`src/rtl/multicycle_control_fsm.sv`:
```
// Main control sequencer for the multicycle MIPS-subset datapath (Moore FSM, registered controls).
// Optional feature: define MEM_WAIT_EN to stall FETCH/MEMRD/MEMWR on MemReady with a timeout.
module multicycle_control_fsm #(
    parameter int OPW          = 6,
    parameter int WAIT_TIMEOUT = 15
) (
    input  logic           clk,
    input  logic           rst,
    input  logic [OPW-1:0] Opcode,
    input  logic           Zero,
    input  logic           MemReady,
    output logic           PCWrite,
    output logic           PCWriteCond,
    output logic           IorD,
    output logic           MemRead,
    output logic           MemWrite,
    output logic           IRWrite,
    output logic           MemtoReg,
    output logic           RegDst,
    output logic           RegWrite,
    output logic           ALUSrcA,
    output logic [1:0]     ALUSrcB,
    output logic [1:0]     ALUOp,
    output logic [1:0]     PCSource,
    output logic [1:0]     SignExtSelect,
    output logic           IllegalOp,
    output logic           MemErr,
    output logic [3:0]     State
);

    typedef enum logic [3:0] {
        RESET  = 4'd0,
        FETCH  = 4'd1,
        DECODE = 4'd2,
        MEMADR = 4'd3,
        MEMRD  = 4'd4,
        MEMWB  = 4'd5,
        MEMWR  = 4'd6,
        REXEC  = 4'd7,
        RWB    = 4'd8,
        BRANCH = 4'd9,
        JUMP   = 4'd10,
        IEXEC  = 4'd11,
        IWB    = 4'd12
    } state_t;

    typedef struct packed {
        logic       pcWrite;
        logic       pcWriteCond;
        logic       iorD;
        logic       memRead;
        logic       memWrite;
        logic       irWrite;
        logic       memtoReg;
        logic       regDst;
        logic       regWrite;
        logic       aluSrcA;
        logic [1:0] aluSrcB;
        logic [1:0] aluOp;
        logic [1:0] pcSource;
        logic [1:0] signExtSelect;
    } ctrlWord_t;

    localparam logic [OPW-1:0] OP_RTYPE = OPW'('h00);
    localparam logic [OPW-1:0] OP_J     = OPW'('h02);
    localparam logic [OPW-1:0] OP_BEQ   = OPW'('h04);
    localparam logic [OPW-1:0] OP_ADDI  = OPW'('h08);
    localparam logic [OPW-1:0] OP_ANDI  = OPW'('h0C);
    localparam logic [OPW-1:0] OP_ORI   = OPW'('h0D);
    localparam logic [OPW-1:0] OP_LUI   = OPW'('h0F);
    localparam logic [OPW-1:0] OP_LW    = OPW'('h23);
    localparam logic [OPW-1:0] OP_SW    = OPW'('h2B);

    // Extender mode for the immediate group: zero-extend logical ops, upper-load for lui.
    function automatic logic [1:0] immExtMode(input logic [OPW-1:0] op);
        logic [1:0] mode;
        mode = 2'b00;
        if (op == OP_ADDI) mode = 2'b01;
        else if (op == OP_LUI) mode = 2'b10;
        return mode;
    endfunction

    function automatic logic isLegal(input logic [OPW-1:0] op);
        return (op == OP_LW) || (op == OP_SW) || (op == OP_RTYPE) || (op == OP_BEQ) ||
               (op == OP_J) || (op == OP_ADDI) || (op == OP_ANDI) || (op == OP_ORI) ||
               (op == OP_LUI);
    endfunction

    function automatic ctrlWord_t decodeState(input state_t s, input logic [OPW-1:0] op);
        ctrlWord_t c;
        c = '0;
        case (s)
            FETCH: begin
                c.memRead = 1'b1;
                c.irWrite = 1'b1;
                c.pcWrite = 1'b1;
                c.aluSrcB = 2'b01;
            end
            DECODE: begin
                c.aluSrcB       = 2'b11;
                c.signExtSelect = 2'b01;
            end
            MEMADR: begin
                c.aluSrcA       = 1'b1;
                c.aluSrcB       = 2'b10;
                c.signExtSelect = 2'b01;
            end
            MEMRD: begin
                c.memRead = 1'b1;
                c.iorD    = 1'b1;
            end
            MEMWB: begin
                c.regWrite = 1'b1;
                c.memtoReg = 1'b1;
            end
            MEMWR: begin
                c.memWrite = 1'b1;
                c.iorD     = 1'b1;
            end
            REXEC: begin
                c.aluSrcA = 1'b1;
                c.aluOp   = 2'b10;
            end
            RWB: begin
                c.regWrite = 1'b1;
                c.regDst   = 1'b1;
            end
            BRANCH: begin
                c.aluSrcA     = 1'b1;
                c.aluOp       = 2'b01;
                c.pcWriteCond = 1'b1;
                c.pcSource    = 2'b01;
            end
            JUMP: begin
                c.pcWrite  = 1'b1;
                c.pcSource = 2'b10;
            end
            IEXEC: begin
                c.aluSrcA       = 1'b1;
                c.aluSrcB       = 2'b10;
                c.aluOp         = 2'b11;
                c.signExtSelect = immExtMode(op);
            end
            IWB: begin
                c.regWrite      = 1'b1;
                c.signExtSelect = immExtMode(op);
            end
            default: c = '0;
        endcase
        return c;
    endfunction

    state_t    state;
    state_t    nextState;
    ctrlWord_t ctrlQ;
    logic      memErrQ;
    logic      memDone;
    logic      waitExpired;

    // The PC compare result is consumed by the datapath's PCWriteCond gating, not by the sequencer.
    logic unusedZero;
    assign unusedZero = Zero;

`ifdef MEM_WAIT_EN
    localparam int WAIT_W = (WAIT_TIMEOUT > 1) ? $clog2(WAIT_TIMEOUT) : 1;

    logic [WAIT_W-1:0] waitCnt;
    logic              inWait;

    assign inWait      = (state == FETCH) || (state == MEMRD) || (state == MEMWR);
    assign memDone     = MemReady;
    assign waitExpired = inWait && !MemReady && (waitCnt == WAIT_W'(WAIT_TIMEOUT - 1));
`else
    localparam int unusedWaitTimeout = WAIT_TIMEOUT;

    logic unusedMemReady;
    assign unusedMemReady = MemReady;
    assign memDone        = 1'b1;
    assign waitExpired    = 1'b0;
`endif

    // NOTE: every variable assigned in always_comb gets a default first so no latch is inferred.
    always_comb begin
        nextState = FETCH;
        case (state)
            RESET:  nextState = FETCH;
            FETCH:  nextState = memDone ? DECODE : FETCH;
            DECODE: begin
                if ((Opcode == OP_LW) || (Opcode == OP_SW))           nextState = MEMADR;
                else if (Opcode == OP_RTYPE)                            nextState = REXEC;
                else if (Opcode == OP_BEQ)                              nextState = BRANCH;
                else if (Opcode == OP_J)                                nextState = JUMP;
                else if ((Opcode == OP_ADDI) || (Opcode == OP_ANDI) ||
                         (Opcode == OP_ORI)  || (Opcode == OP_LUI))     nextState = IEXEC;
                else                                                    nextState = FETCH;
            end
            MEMADR: nextState = (Opcode == OP_SW) ? MEMWR : MEMRD;
            MEMRD:  nextState = memDone ? MEMWB : (waitExpired ? FETCH : MEMRD);
            MEMWB:  nextState = FETCH;
            MEMWR:  nextState = (memDone || waitExpired) ? FETCH : MEMWR;
            REXEC:  nextState = RWB;
            RWB:    nextState = FETCH;
            BRANCH: nextState = FETCH;
            JUMP:   nextState = FETCH;
            IEXEC:  nextState = IWB;
            IWB:    nextState = FETCH;
            default: nextState = FETCH;
        endcase
    end

    // Controls are registered from the next state, so they change in lockstep with the state register.
    // NOTE: sequential state uses non-blocking assignments so all registers update from pre-edge values.
    always_ff @(posedge clk or posedge rst) begin
        if (rst) begin
            state   <= RESET;
            ctrlQ   <= '0;
            memErrQ <= 1'b0;
`ifdef MEM_WAIT_EN
            waitCnt <= '0;
`endif
        end else begin
            state   <= nextState;
            ctrlQ   <= decodeState(nextState, Opcode);
            memErrQ <= waitExpired;
`ifdef MEM_WAIT_EN
            // Any exit, retry or ready cycle restarts the count for the next access.
            if (inWait && !MemReady && !waitExpired) waitCnt <= waitCnt + 1'b1;
            else                                     waitCnt <= '0;
`endif
        end
    end

    // PC/IR update only once the fetch actually completes (always true with single-cycle memory).
    assign PCWrite       = ctrlQ.pcWrite & ((state != FETCH) | memDone);
    assign IRWrite       = ctrlQ.irWrite & memDone;
    assign PCWriteCond   = ctrlQ.pcWriteCond;
    assign IorD          = ctrlQ.iorD;
    assign MemRead       = ctrlQ.memRead;
    assign MemWrite      = ctrlQ.memWrite;
    assign MemtoReg      = ctrlQ.memtoReg;
    assign RegDst        = ctrlQ.regDst;
    assign RegWrite      = ctrlQ.regWrite;
    assign ALUSrcA       = ctrlQ.aluSrcA;
    assign ALUSrcB       = ctrlQ.aluSrcB;
    assign ALUOp         = ctrlQ.aluOp;
    assign PCSource      = ctrlQ.pcSource;
    assign SignExtSelect = ctrlQ.signExtSelect;
    assign IllegalOp     = (state == DECODE) && !isLegal(Opcode);
    assign MemErr        = memErrQ;
    assign State         = state;

endmodule

```
`config.mk`:
```
export PLATFORM = sky130hd
export DESIGN_NAME = multicycle_control_fsm
export DESIGN_NICKNAME = d
export VERILOG_FILES = /design/src/rtl/multicycle_control_fsm.sv
export SDC_FILE = /design/constraint.sdc
export NUM_CORES = 1
export LEC_CHECK = 0
export CAP_MARGIN = 10
export CORE_ASPECT_RATIO = 0.7
export CORE_UTILIZATION = 47
export DETAILED_ROUTE_END_ITERATION = 10
export GPL_TIMING_DRIVEN = 0
export PLACE_DENSITY = 0.91
export SYNTH_ARGS = -nofsm -noshare
export SYNTH_HDL_FRONTEND = slang
export SYNTH_SLANG_ARGS = --single-unit
```
`constraint.sdc`:
```
create_clock -name clk -period 3.15 [get_ports clk]
set_clock_uncertainty 0.2 [all_clocks]
set_input_delay 0.63 -clock clk [delete_from_list [all_inputs] [get_ports clk]]
set_output_delay 0.63 -clock clk [all_outputs]
set_load 0.02 [all_outputs]
```
==> results of run 1 <==
-- repair_timing --
action,in CTS,in global routing
gates cloned,0,0
hold endpoints to repair,0,0
buffers inserted,0,0
resized for setup,6,3
endpoints found under the setup margin,1,1
-- path summary, 6_finish.rpt --
| path | start | endpoint | slack [ps] | cells past startpoint |
|---|---|---|---|---|
| min in group asynchronous | rst | PCWrite | 560 | 2 |
| worst min-delay path | Opcode[4] | MemWrite | 420 | 2 |
| worst min register to register | State[2] | MemRead | 490 | 2 |
| worst max register to register | State[0] | ALUSrcA | 750 | 7 |
| max in group asynchronous | rst | MemtoReg | 1710 | 2 |
| worst max-delay path | Opcode[2] | IllegalOp | 140 | 6 |
-- metal layers --
metal | track usage | part of all wire
met5 | 0 | 0
met4 | 0.05488 | 0.0078
met3 | 0.07097 | 0.096
met2 | 0.4441 | 0.49
met1 | 0.2834 | 0.40
-- cells by family after synthesis --
| kind of cell | Yosys count | share of synthesized area |
|---|---|---|
| AOI/OAI and AO/OA | 20 | 0.1554 |
| buffers and inverters | 12 | 0.05731 |
| DFF | 21 | 0.5350 |
| other | 1 | 0.003818 |
| and+or+nand+nor | 47 | 0.2484 |
-- registers in the layout, indices dropped and copies added, names as in the netlist, 2 cells and up --
register,cells
SignExtSelect,2
PCSource,2
ALUOp,2
ALUSrcB,2
State,4
-- worst max-delay path, delay by kind of cell --
family / cells / cell delay [ps]
compound gates: 2 / 380
buf+inv: 2 / 720
simple gates: 2 / 450
-- Yosys cell counts, types with 2 or more instances --
cell type and n:
a21oi_1 3, nand3_1 6, nand2b_1 4, or2_2 3, inv_1 6, nor2_1 12, nor3_1 3, nand2_1 6
dfrtp_1 21, nand4_1 3, a211oi_1 2, nor3b_1 2, o22ai_1 2, and2_1 2, buf_2 2, nor4_1 2
a2111o_1 2, buf_4 2
-- stage by stage --
| step | util | hold WS (ps) | cell area [um^2] |
|---|---|---|---|
| after floorplan | - | 406.5 | 982.2 |
| after global placement | 0.6778 | 449.1 | 1290 |
| after detailed placement | 0.6778 | 456.5 | 1290 |
| after CTS | 0.6943 | 419.7 | 1321 |
| after global routing | 0.6923 | 418.7 | 1318 |
| final | 0.6923 | 421.2 | 1318 |
-- layout make-up --
| cell class | count | share of cell area |
|---|---|---|
| repair buffers | 28 | 0.2061 |
| clock buffers | 4 | 0.01994 |
| inverters | 7 | 0.02089 |
| flip-flops and latches | 21 | 0.3989 |
| multi-input cells | 68 | 0.3115 |
| plain buffers | 5 | 0.02184 |
| well taps | 22 | 0.02089 |
-- power by group through the flow --
stage / logic [mW] / clock network, mW / registers, mW
global placement: 0.597 / 0 / 0.397
global route: 0.667 / 0.141 / 0.408
floorplan: 0.272 / 0 / 0.493
CTS: 0.617 / 0.127 / 0.401
detailed placement: 0.615 / 0 / 0.406
finish: 0.621 / 0.126 / 0.401
==> results by group, run 1 <==
Synth
  • Yosys warning count: 0
  • Dominant cells by area after synthesis: dfrtp_1 54%, nor2_1 4.6%, nand3_1 3.1%
  • Avg Cell Area, Syn: 9.725 um^2
  • Post-synth net total: 111
  • Synthesized area: 982.2 um^2
  • Leading area contributor after synthesis: dfrtp_1
  • Top cell type's share of synthesized area: 0.5350
  • Cell variety after synth: 36
  • Post-synthesis sequential area ratio: 0.5350
  • Ys async rst share: 1.000
  • Gate count after technology mapping: 101
  • Main synth FF type: dfrtp_1
  • Post-synth EDFFs: 0
  • Yosys reg bits: 21

Setup path
  • Setup crit end kind: output pin
  • Crit start category: primary input
  • Critical path peak fanout: 7
  • Crit path cell chain: clkdlybuf4s50_1 > and2_1 > a22oi_1 > a211oi_2 > nor3_1 > clkbuf_2
  • Setup CP Type: primary input to output pin
  • Slowest-stage cell, CP: clkdlybuf4s50_1
  • Worst Path Required: 2320 ps
  • Crit path largest cell delay: 520 ps
  • Arr. time, crit path: 2180 ps

Clock network
  • Hold_buf cts: 0
  • H-tree levels: 1
  • Later-pin clock latency in the skew report: 300 ps
  • Clk sinks: 21
  • Total CTS buffers: 3
  • TritonCTS clock tree: built
  • Clock-pin transition on the worst setup and hold timing paths: 100 ps
  • CTS max path bufs: 2
  • Root Driver: clkbuf_4

STA
  • Post-Route Setup TNS: 0 ps
  • Clock period minus worst slack: 3012 ps
  • Worst slew margin relative to its limit: 0.4857
  • Max Slew Vio Count: 0
  • Worst Tran Pin Value: 770.5 ps
  • F_max: 332.0 MHz
  • RSZ-0062 raised after global routing: false
  • Period Utilization, post-route: 0.9562
  • Final worst slack: 138.0 ps
  • Final Hold Fails: 0
  • Setup Viol. Count Final: 0

Global route
  • GR Util All Layers: 0.2385
  • Vias in the first global route: 826
  • First-pass GRT wire length: 3.822 mm
  • Initial antenna violation count: 0
  • Largest net degree at the start of global routing: 22
  • Grt total ovfl: 0

Power
  • Clock network power share: 0.110
  • Psw: 0.4874 mW
  • Reg power frac: 0.349
  • Combinational Power Share: 0.541
  • Power Density: 871.0 mW/mm^2
  • P_int: 0.6602 mW
  • Worst VDD drop: 0.6823 mV
  • Total power: 1.148 mW
  • Pleak: 0.6024 nW
  • Sw frac: 0.4247

Place
  • # port buffers: 28
  • RD Place Congestion: 0.8033
  • Final HPWL DP: 1.788 mm
  • Worst slack at placement: -501.8 ps
  • Placed insts: 151

Layout
  • Syn-to-layout area delta: 34.14%
  • Final non-filler cell total: 155
  • Ant diodes: 0
  • Share of cells above drive strength 1: 0.1203
  • # fillers: 156
  • Most frequent cells in the layout: 24 x clkdlybuf4s50_1, 21 x dfrtp_1, 12 x nor2_1
  • Multi-input gate area: 410.4 um^2
  • Nets: 144
  • FF/Latch Area: 525.5 um^2
  • Leading cell type in the layout, fill and taps excluded: clkdlybuf4s50_1

Floorplanning
  • Die Height: 40.25 um
  • Total die area: 0.002279 mm^2
  • Initial Util: 0.5161
  • Boundary pin count: 34
  • FP Rows: 13
  • Core Area: 0.001903 mm^2
  • Die W: 56.64 um

Route
  • Drt initial violations: 48
  • Total number of vias: 915
  • First-pass detailed-route iteration total: 4
  • Post-detailed-routing wire length: 2.441 mm
  • Routed len/inst: 15.75 um
  • Post-route DRC: 0
  • Antenna Nets Post-Route: 0
  • Vias per inst: 5.903

Job
  • Max-cap violations: 0

Outcome
  • Status: finished, final reports clean

Worst hold path
  • Worst hold path class: primary input to register
Power figures use the tool's default switching activity.
==> run 2, diff against run 1 <==
--- a/config.mk
+++ b/config.mk
@@ -9,8 +9,7 @@
 export CORE_ASPECT_RATIO = 0.7
 export CORE_UTILIZATION = 47
 export DETAILED_ROUTE_END_ITERATION = 10
-export GPL_TIMING_DRIVEN = 0
-export PLACE_DENSITY = 0.91
+export PLACE_DENSITY = 0.83
 export SYNTH_ARGS = -nofsm -noshare
 export SYNTH_HDL_FRONTEND = slang
 export SYNTH_SLANG_ARGS = --single-unit
==> run 2 against run 1 <==
Via count increased by 5.7%. Clock power about the same. Clock-buffer cell count decreased by 1. Sequential power increased by 3%. Utilization increased by 6.1 points. Sequential share of layout area decreased by 3.2 points. Non-clock buffer count increased by 12. Final cell count increased by 7.7%. Sequential cell count unchanged. Fmax decreased by 2.0%. Critical path type unchanged. Critical endpoint unchanged.
==> results by group, run 2 (synthesis gave the netlist of run 1 again) <==
Outcome
  • Status: finished, final reports clean

Setup path
  • Slowest-stage cell, CP: or4_2
  • Crit path cell chain: clkdlybuf4s50_1 > or4_2 > a211oi_2 > nor3_1 > buf_2
  • Crit path largest cell delay: 680 ps
  • WP buf/inv: 2
  • CP startpoint: Opcode[5]
  • Arr. time, crit path: 2240 ps
  • Setup crit end kind: output pin
  • Critical path peak fanout: 2
  • RR Startpoint: State[2]
  • Worst Path Required: 2320 ps
  • CP delay by family, top: simple AND/OR/NAND/NOR gates
  • Setup CP Type: primary input to output pin
  • Crit start category: primary input

STA
  • Worst Tran Pin Value: 747.7 ps
  • WHS: 502.5 ps
  • F_max: 325.4 MHz
  • Worst slew margin relative to its limit: 0.5010
  • Post-Route Setup TNS: 0 ps
  • Final Hold Fails: 0
  • Clock period minus worst slack: 3073 ps
  • RSZ-0062 raised after global routing: false
  • Period Utilization, post-route: 0.9757
  • Max Slew Vio Count: 0
  • Final worst slack: 76.51 ps
  • Setup Viol. Count Final: 0

Layout
  • Share of cells above drive strength 1: 0.2000
  • Final non-filler cell total: 167
  • Max reg flops: 4
  • Syn-to-layout area delta: 45.99%
  • Nets: 156
  • Most frequent cells in the layout: 29 x clkdlybuf4s50_1, 21 x dfrtp_1, 15 x buf_4
  • Leading cell type in the layout, fill and taps excluded: clkdlybuf4s50_1
  • Ant diodes: 0

Floorplanning
  • FP Rows: 13
  • Core Area: 0.001903 mm^2
  • Die Height: 40.25 um
  • Total die area: 0.002279 mm^2
  • Die W: 56.64 um
  • Initial Util: 0.5161
  • Boundary pin count: 34

Clock network
  • Clk sinks: 21
  • CTS max path bufs: 2
  • TritonCTS clock tree: built
  • Clock-pin transition on the worst setup and hold timing paths: 120 ps
  • Root Driver: clkbuf_4
  • H-tree levels: 1
  • Post-CTS setup buffer count: 0
  • Hold_buf cts: 0
  • Later-pin clock latency in the skew report: 310 ps
  • Total CTS buffers: 3

Global route
  • Met2 Use GR: 0.3853
  • GR Util All Layers: 0.2311
  • Largest net degree at the start of global routing: 22
  • GR Util met1: 0.2874
  • Vias in the first global route: 843
  • GR Layer Usage met3: 0.08387
  • Initial antenna violation count: 0
  • GRT busiest layer: met2
  • First-pass GRT wire length: 3.801 mm
  • Grt total ovfl: 0

Power
  • Worst VDD drop: 0.6308 mV
  • Pleak: 0.6667 nW
  • Total power: 1.158 mW
  • Power Density: 807.5 mW/mm^2

Place
  • Final HPWL DP: 1.780 mm
  • # port buffers: 30
  • Worst slack at placement: -345.5 ps
  • Placed insts: 163
  • RD Place Congestion: 0.9433

Route
  • Drt initial violations: 61
  • Vias per inst: 5.790
  • Routed len/inst: 14.80 um
  • First-pass detailed-route iteration total: 4
  • Total number of vias: 967
  • Post-detailed-routing wire length: 2.472 mm
  • Antenna Nets Post-Route: 0
  • Post-route DRC: 0

Worst hold path
  • Worst hold path class: register to register
  • HP Start: State[2]

Job
  • Max-cap violations: 0
-- run 2: cell count changes in the layout (fill, tap and decap cells not counted), sizes merged --
cell           change
buf               +12
clkdlybuf4s50      +5
clkbuf             -3
dlygate4sd2        -3
clkinv             +1
-- run 2: tightest hold or removal path: stages (launching register included) --
cell and delay (ps):
dfrtp_1 470, or2_2 150, a21oi_1 50
-- run 2: what timing repair did --
action,in CTS,in global routing
pin swaps,1,1
endpoints found under the setup margin,1,1
hold endpoints to repair,0,0
resized for setup,5,3
gates cloned,0,0
-- run 2: stage by stage --
stage,cell area (um^2),util
floorplan,982.2,-
global placement,1394,0.7324
detailed placement,1394,0.7324
CTS,1428,0.7502
global route,1434,0.7535
finish,1434,0.7535
-- run 2: final cells by class --
cell class	instances	area, um^2
clock buffers	3	22.52
clock inverters	1	5.005
fillers	131	469.2
inverters	7	27.53
multi-input cells	68	417.9
flip-flops and latches	21	525.5
well taps	22	27.53
repair buffers	45	407.9
-- run 2: path summary, 6_finish.rpt --
path,end,slack (ps),depth (start not counted)
worst max-delay path,IllegalOp,80,5
worst min-delay path,MemRead,500,2
worst max register to register,ALUSrcA,890,6
worst min register to register,MemRead,500,2
max in group asynchronous,MemRead,1740,2
min in group asynchronous,State[2],540,2
-- run 2: per-layer routing --
layer | wire, um | vias to the layer above
met5 | 0 | -
met4 | 57 | 0
met3 | 252 | 12
met2 | 1110 | 65
met1 | 1053 | 437
li1 | - | 453
-- run 2: report_power, final --
group | leakage, nW | switching [mW] | internal, mW | total (mW)
logic | 0.371 | 0.335 | 0.282 | 0.617
clock network | 0.0177 | 0.0808 | 0.0475 | 0.128
registers | 0.278 | 0.0624 | 0.350 | 0.412
total | 0.667 | 0.479 | 0.679 | 1.16
==> run 3, diff against run 2 <==
--- a/config.mk
+++ b/config.mk
@@ -13,3 +13,4 @@
 export SYNTH_ARGS = -nofsm -noshare
 export SYNTH_HDL_FRONTEND = slang
 export SYNTH_SLANG_ARGS = --single-unit
+export TNS_END_PERCENT = 1
==> results of run 3 <==
No change in the layout: final DEF, timing and power equal those of run 2.
==> edit 1 (flow settings as in run 2) <==
Change the parameter `OPW` from 6 to 7.
--- a/src/rtl/multicycle_control_fsm.sv
+++ b/src/rtl/multicycle_control_fsm.sv
@@ -1,7 +1,7 @@
 // Main control sequencer for the multicycle MIPS-subset datapath (Moore FSM, registered controls).
 // Optional feature: define MEM_WAIT_EN to stall FETCH/MEMRD/MEMWR on MemReady with a timeout.
 module multicycle_control_fsm #(
-    parameter int OPW          = 6,
+    parameter int OPW          = 7,
     parameter int WAIT_TIMEOUT = 15
 ) (
     input  logic           clk,
Interface: changed (resized Opcode); port bits go from 34 to 35. The function was not compared with the original's and may differ.
==> edit 1 against run 2 <==
- total power decreased by 4.8%
- fmax rose by 13%
- wire length increased by 2.5%
- utilization shrank 2.7 points
- cell area increased by 0.52%
- sequential cell count unchanged
- setup slack improved by 360 ps
- combinational power is 8.3% lower
- register-to-register slack worse by 130 ps
- global-route usage decreased by 0.23 points
- synthesized area grew 8.0%
- critical path depth unchanged
- first-iteration DRC count is 16% lower
==> edit 1: results (changes against run 2) <==
[synth]
synthTopCellsByCount=21 x dfrtp_1, 11 x inv_1, 8 x nand2_1, 8 x nor2_1, 7 x a21oi_1  ; was 21 x dfrtp_1, 12 x nor2_1, 6 x inv_1, 6 x nand2_1, 6 x nand3_1
yosysWarnings=0  ; unchanged
yosysSeqAreaShare_pct=49.53  ; was 53.50%
ys_top_cells_by_area=dfrtp_1 50%, inv_1 3.9%, a21oi_1 3.3%, o21ai_0 2.8%, nand2_1 2.8%  ; was dfrtp_1 54%, nor2_1 4.6%, nand3_1 3.1%, nand2b_1 2.5%, a2111o_1 2.3%
synth_cell_type_count=39  ; was 36
synthArstFlopShare_pct=100.0  ; unchanged
syn_nets=120  ; was 111

[grt]
grt_use_met2_pct=35.00  ; was 38.53%
grtUsageTotal_pct=22.88  ; was 23.11%
grt_pass1_wl_mm=4.174  ; was 3.801 mm
grt.met1_usage_pct=33.87  ; was 28.74%
grt_util_met3_pct=6.231  ; was 8.387%
grt_overflow_total=0  ; unchanged
grt_pass1_vias=863  ; was 843
grt_max_degree=22  ; unchanged

[placed_design]
hpwl_mm=1.875  ; was 1.780 mm
place_ws_ps=82.86  ; was -345.5 ps
place_congestion=0.8747  ; was 0.9433
port_buffers=31  ; was 30

[routing]
vias_per_cell=5.471  ; was 5.790
wl_met2_mm=1.175  ; was 1.110 mm
wl_met1_mm=1.072  ; was 1.053 mm
post_drt_wl_per_cell_um=14.57  ; was 14.80 µm
wl_met3_um=264  ; was 252 µm
dr.max_layer_used=met4  ; unchanged
first_iter_violations=51  ; was 61

[clock_tree]
cts_resized=0  ; was 5
numCtsBuffers=3  ; unchanged
clkTransAtPathRegs_ps=110
clock_latency_ps=300
post-cts-setup-buffers=0  ; unchanged
cts.path.max_buffers=2  ; unchanged
cts_root_buffer=clkbuf_4  ; unchanged

[finish]
register_area_um2=525.5  ; unchanged
fill_cells=152  ; was 131
largest_register_ff_count=4  ; unchanged
diodes=0  ; unchanged
drive_above_1_share_pct=15.28  ; was 20.00%
nets=156  ; unchanged

[worst_setup_path]
critPathArrivalTime_ps=1880  ; was 2240 ps
worstPathMaxFanout=3  ; was 2

[pwr]
finalPower_w=0.001102  ; was 0.001158 W
p_seq_share_pct=37.2  ; was 35.6%
ir_drop_mv=0.4931  ; was 0.6308 mV
switching_share_pct=41.76  ; was 41.35%
leakage_nw=0.6737  ; was 0.6667 nW
powerComb_w=0.000566  ; was 0.000617 W

[sta]
slew_headroom_pct=49.27  ; was 50.10%

[run_status]
outcome=finished, final reports clean  ; unchanged

==> edit 1: cell count changes after synthesis, moves of 4 or more <==
| cell | before | now |
|---|---|---|
| a21oi_1 | 3 | 7 |
| o21ai_0 | 0 | 6 |
| inv_1 | 6 | 11 |
| nor2_1 | 12 | 8 |
==> edit 1: path summary, 6_finish.rpt <==
path | from | endpoint | slack (ps) | cells after the start
worst max-delay path | Opcode[4] | IllegalOp | 440 | 5
worst min register to register | State[2]$_DFF_PP0_ | RegDst$_DFF_PP0_ | 540 | 2
min in group asynchronous | rst | RegDst$_DFF_PP0_ | 560 | 2
max in group asynchronous | rst | State[1]$_DFF_PP0_ | 1720 | 2
worst max register to register | State[2]$_DFF_PP0_ | SignExtSelect[1]$_DFF_PP0_ | 760 | 5
worst min-delay path | State[2]$_DFF_PP0_ | RegDst$_DFF_PP0_ | 540 | 2
==> edit 1: worst max-delay path, stage by stage <==
cell and delay, ps:
clkdlybuf4s50_1 440, or2_2 350, o21ai_0 180, a21oi_1 60
dlymetal6s2s_1 220
==> edit 1: per-stage QoR <==
stage	std cells	area, µm²
3_3_place_gp	170	1413
6_report	174	1441
4_1_cts	174	1439
3_5_place_dp	170	1413
5_1_grt	174	1441
2_1_floorplan	109	1061
==> edit 1: cell families after synthesis <==
group / count (synthesis) / synth area share (%)
buffers and inverters: 19 / 9.197
AO/OA/AOI/OAI: 25 / 15.80
flip-flops: 21 / 49.53
AND/OR/NAND/NOR: 42 / 24.29
XOR/XNOR: 1 / 0.8256
other: 1 / 0.3534
==> edit 1: area by class of cell <==
class                      count  area share, %
clock buffer                   4          1.823
tap                           30          2.604
timing repair buffer          39          25.87
inverter                      11          2.865
sequential                    21          36.46
multi-input combinational     69          30.38
==> edit 2 (flow settings as in run 2) <==
Made on the original files. Make the reset (`rst`) synchronous in one clocked block.
--- a/src/rtl/multicycle_control_fsm.sv
+++ b/src/rtl/multicycle_control_fsm.sv
@@ -210,7 +210,7 @@
 
     // Controls are registered from the next state, so they change in lockstep with the state register.
     // NOTE: sequential state uses non-blocking assignments so all registers update from pre-edge values.
-    always_ff @(posedge clk or posedge rst) begin
+    always_ff @(posedge clk) begin
         if (rst) begin
             state   <= RESET;
             ctrlQ   <= '0;
Function: differs if rst is asserted again (counterexample within 4 cycles, from zero or initial values and one cycle with rst high); with rst held inactive, the same outputs for 10 cycles.
==> edit 2 against run 2 <==
- setup slack better by 47 ps
- synthesized area is 10% higher
- via count is 4.0% higher
- fmax is 1.5% higher
- critical path depth stayed put
- synthesized cell count is 16% higher
- wire length is 2.9% higher
- sequential cell count stayed put
- sequential share of layout area is 8.5 points lower
- global-route usage is 0.17 points higher
- cell area is 4.2% higher
Power is not compared: it rests on default switching activity, and its combinational part moved more than twofold at a synthesized area within 25%.
==> edit 2: results (changes against run 2) <==
[routing]
post_drt_wl_per_cell_um=13.67  ; was 14.80 µm
wl_met3_um=140  ; was 252 µm
dr_total_vias=1006  ; was 967
wl_met1_mm=1.226  ; was 1.053 mm
wl_met2_mm=1.158  ; was 1.110 mm
vias_per_cell=5.409  ; was 5.790
first_iter_violations=28  ; was 61

[finish]
register_area_um2=420.4  ; was 525.5 µm²
nets=165  ; was 156
inverters_excl_clock=4  ; was 7
buffers=43  ; was 45
clkCellAreaFrac_pct=1.759  ; was 1.920%
drive_above_1_share_pct=18.83  ; was 20.00%
multi_input_area_share_pct=39.87  ; was 29.14%
nClkBuffers=4  ; was 3
fill_cells=182  ; was 131

[clock_tree]
cts_resized=2  ; was 5

[synth]
synthTopCellsByCount=21 x dfxtp_1, 13 x nor2_1, 10 x nand2_1, 5 x buf_2, 5 x nor4_1  ; was 21 x dfrtp_1, 12 x nor2_1, 6 x inv_1, 6 x nand2_1, 6 x nand3_1
ys_top_cells_by_area=dfxtp_1 39%, nor2_1 4.5%, a31oi_4 3.9%, nand2_1 3.5%, nor4_1 2.9%  ; was dfrtp_1 54%, nor2_1 4.6%, nand3_1 3.1%, nand2b_1 2.5%, a2111o_1 2.3%
yosysSeqAreaShare_pct=38.80  ; was 53.50%
synth_mux_area_share_pct=0.9238  ; was 0%
synth_compound_area_share_pct=20.21  ; was 15.54%
yosys.area_share.xor_xnor_pct=0.8083  ; was 0%
synth_top_area_share_pct=38.80  ; was 53.50%

[grt]
grtUsageTotal_pct=23.28  ; was 23.11%
grt_max_degree=12  ; was 22
grt_pass1_vias=922  ; was 843
grt.met1_usage_pct=32.69  ; was 28.74%
grt_util_met3_pct=5.864  ; was 8.387%
grt_use_met2_pct=35.51  ; was 38.53%

[sta]
slew_headroom_pct=58.61  ; was 50.10%

[placed_design]
place_inst=182  ; was 163
place_congestion=0.9138  ; was 0.9433
hpwl_mm=1.967  ; was 1.780 mm

[worst_setup_path]
max_stage_delay_ps=490  ; was 680 ps
path_delay_family=buffers and inverters  ; was simple AND/OR/NAND/NOR gates

[run_status]
outcome=finished, final reports clean  ; unchanged

==> edit 2: worst paths after layout <==
| check | start | endpoint | slack (ps) |
|---|---|---|---|
| hold / removal | State[1]$_SDFF_PP0_ | PCWriteCond$_SDFF_PP0_ | 520 |
| setup reg to reg | State[0]$_SDFF_PP0_ | SignExtSelect[0]$_SDFF_PP0_ | 820 |
| setup / recovery | Opcode[2] | IllegalOp | 120 |
| hold reg to reg | State[1]$_SDFF_PP0_ | PCWriteCond$_SDFF_PP0_ | 520 |
==> edit 2: power by group through the flow <==
stage	Combinational [W]	Clock, W	Sequential [W]
6_report	0.000131	0.000127	0.000285
5_1_grt	0.000140	0.000143	0.000287
4_1_cts	0.000130	0.000128	0.000286
3_5_place_dp	0.000129	0	0.000292
3_3_place_gp	0.000126	0	0.000291
2_1_floorplan	0.0000642	0	0.000303
==> edit 2: stage by stage <==
stage               instance area, µm²  setup TNS (ps)
global route                      1494               0
CTS                               1494               0
detailed placement                1463          -128.6
finish                            1494               0
global placement                  1463          -87.10
floorplan                         1084               0
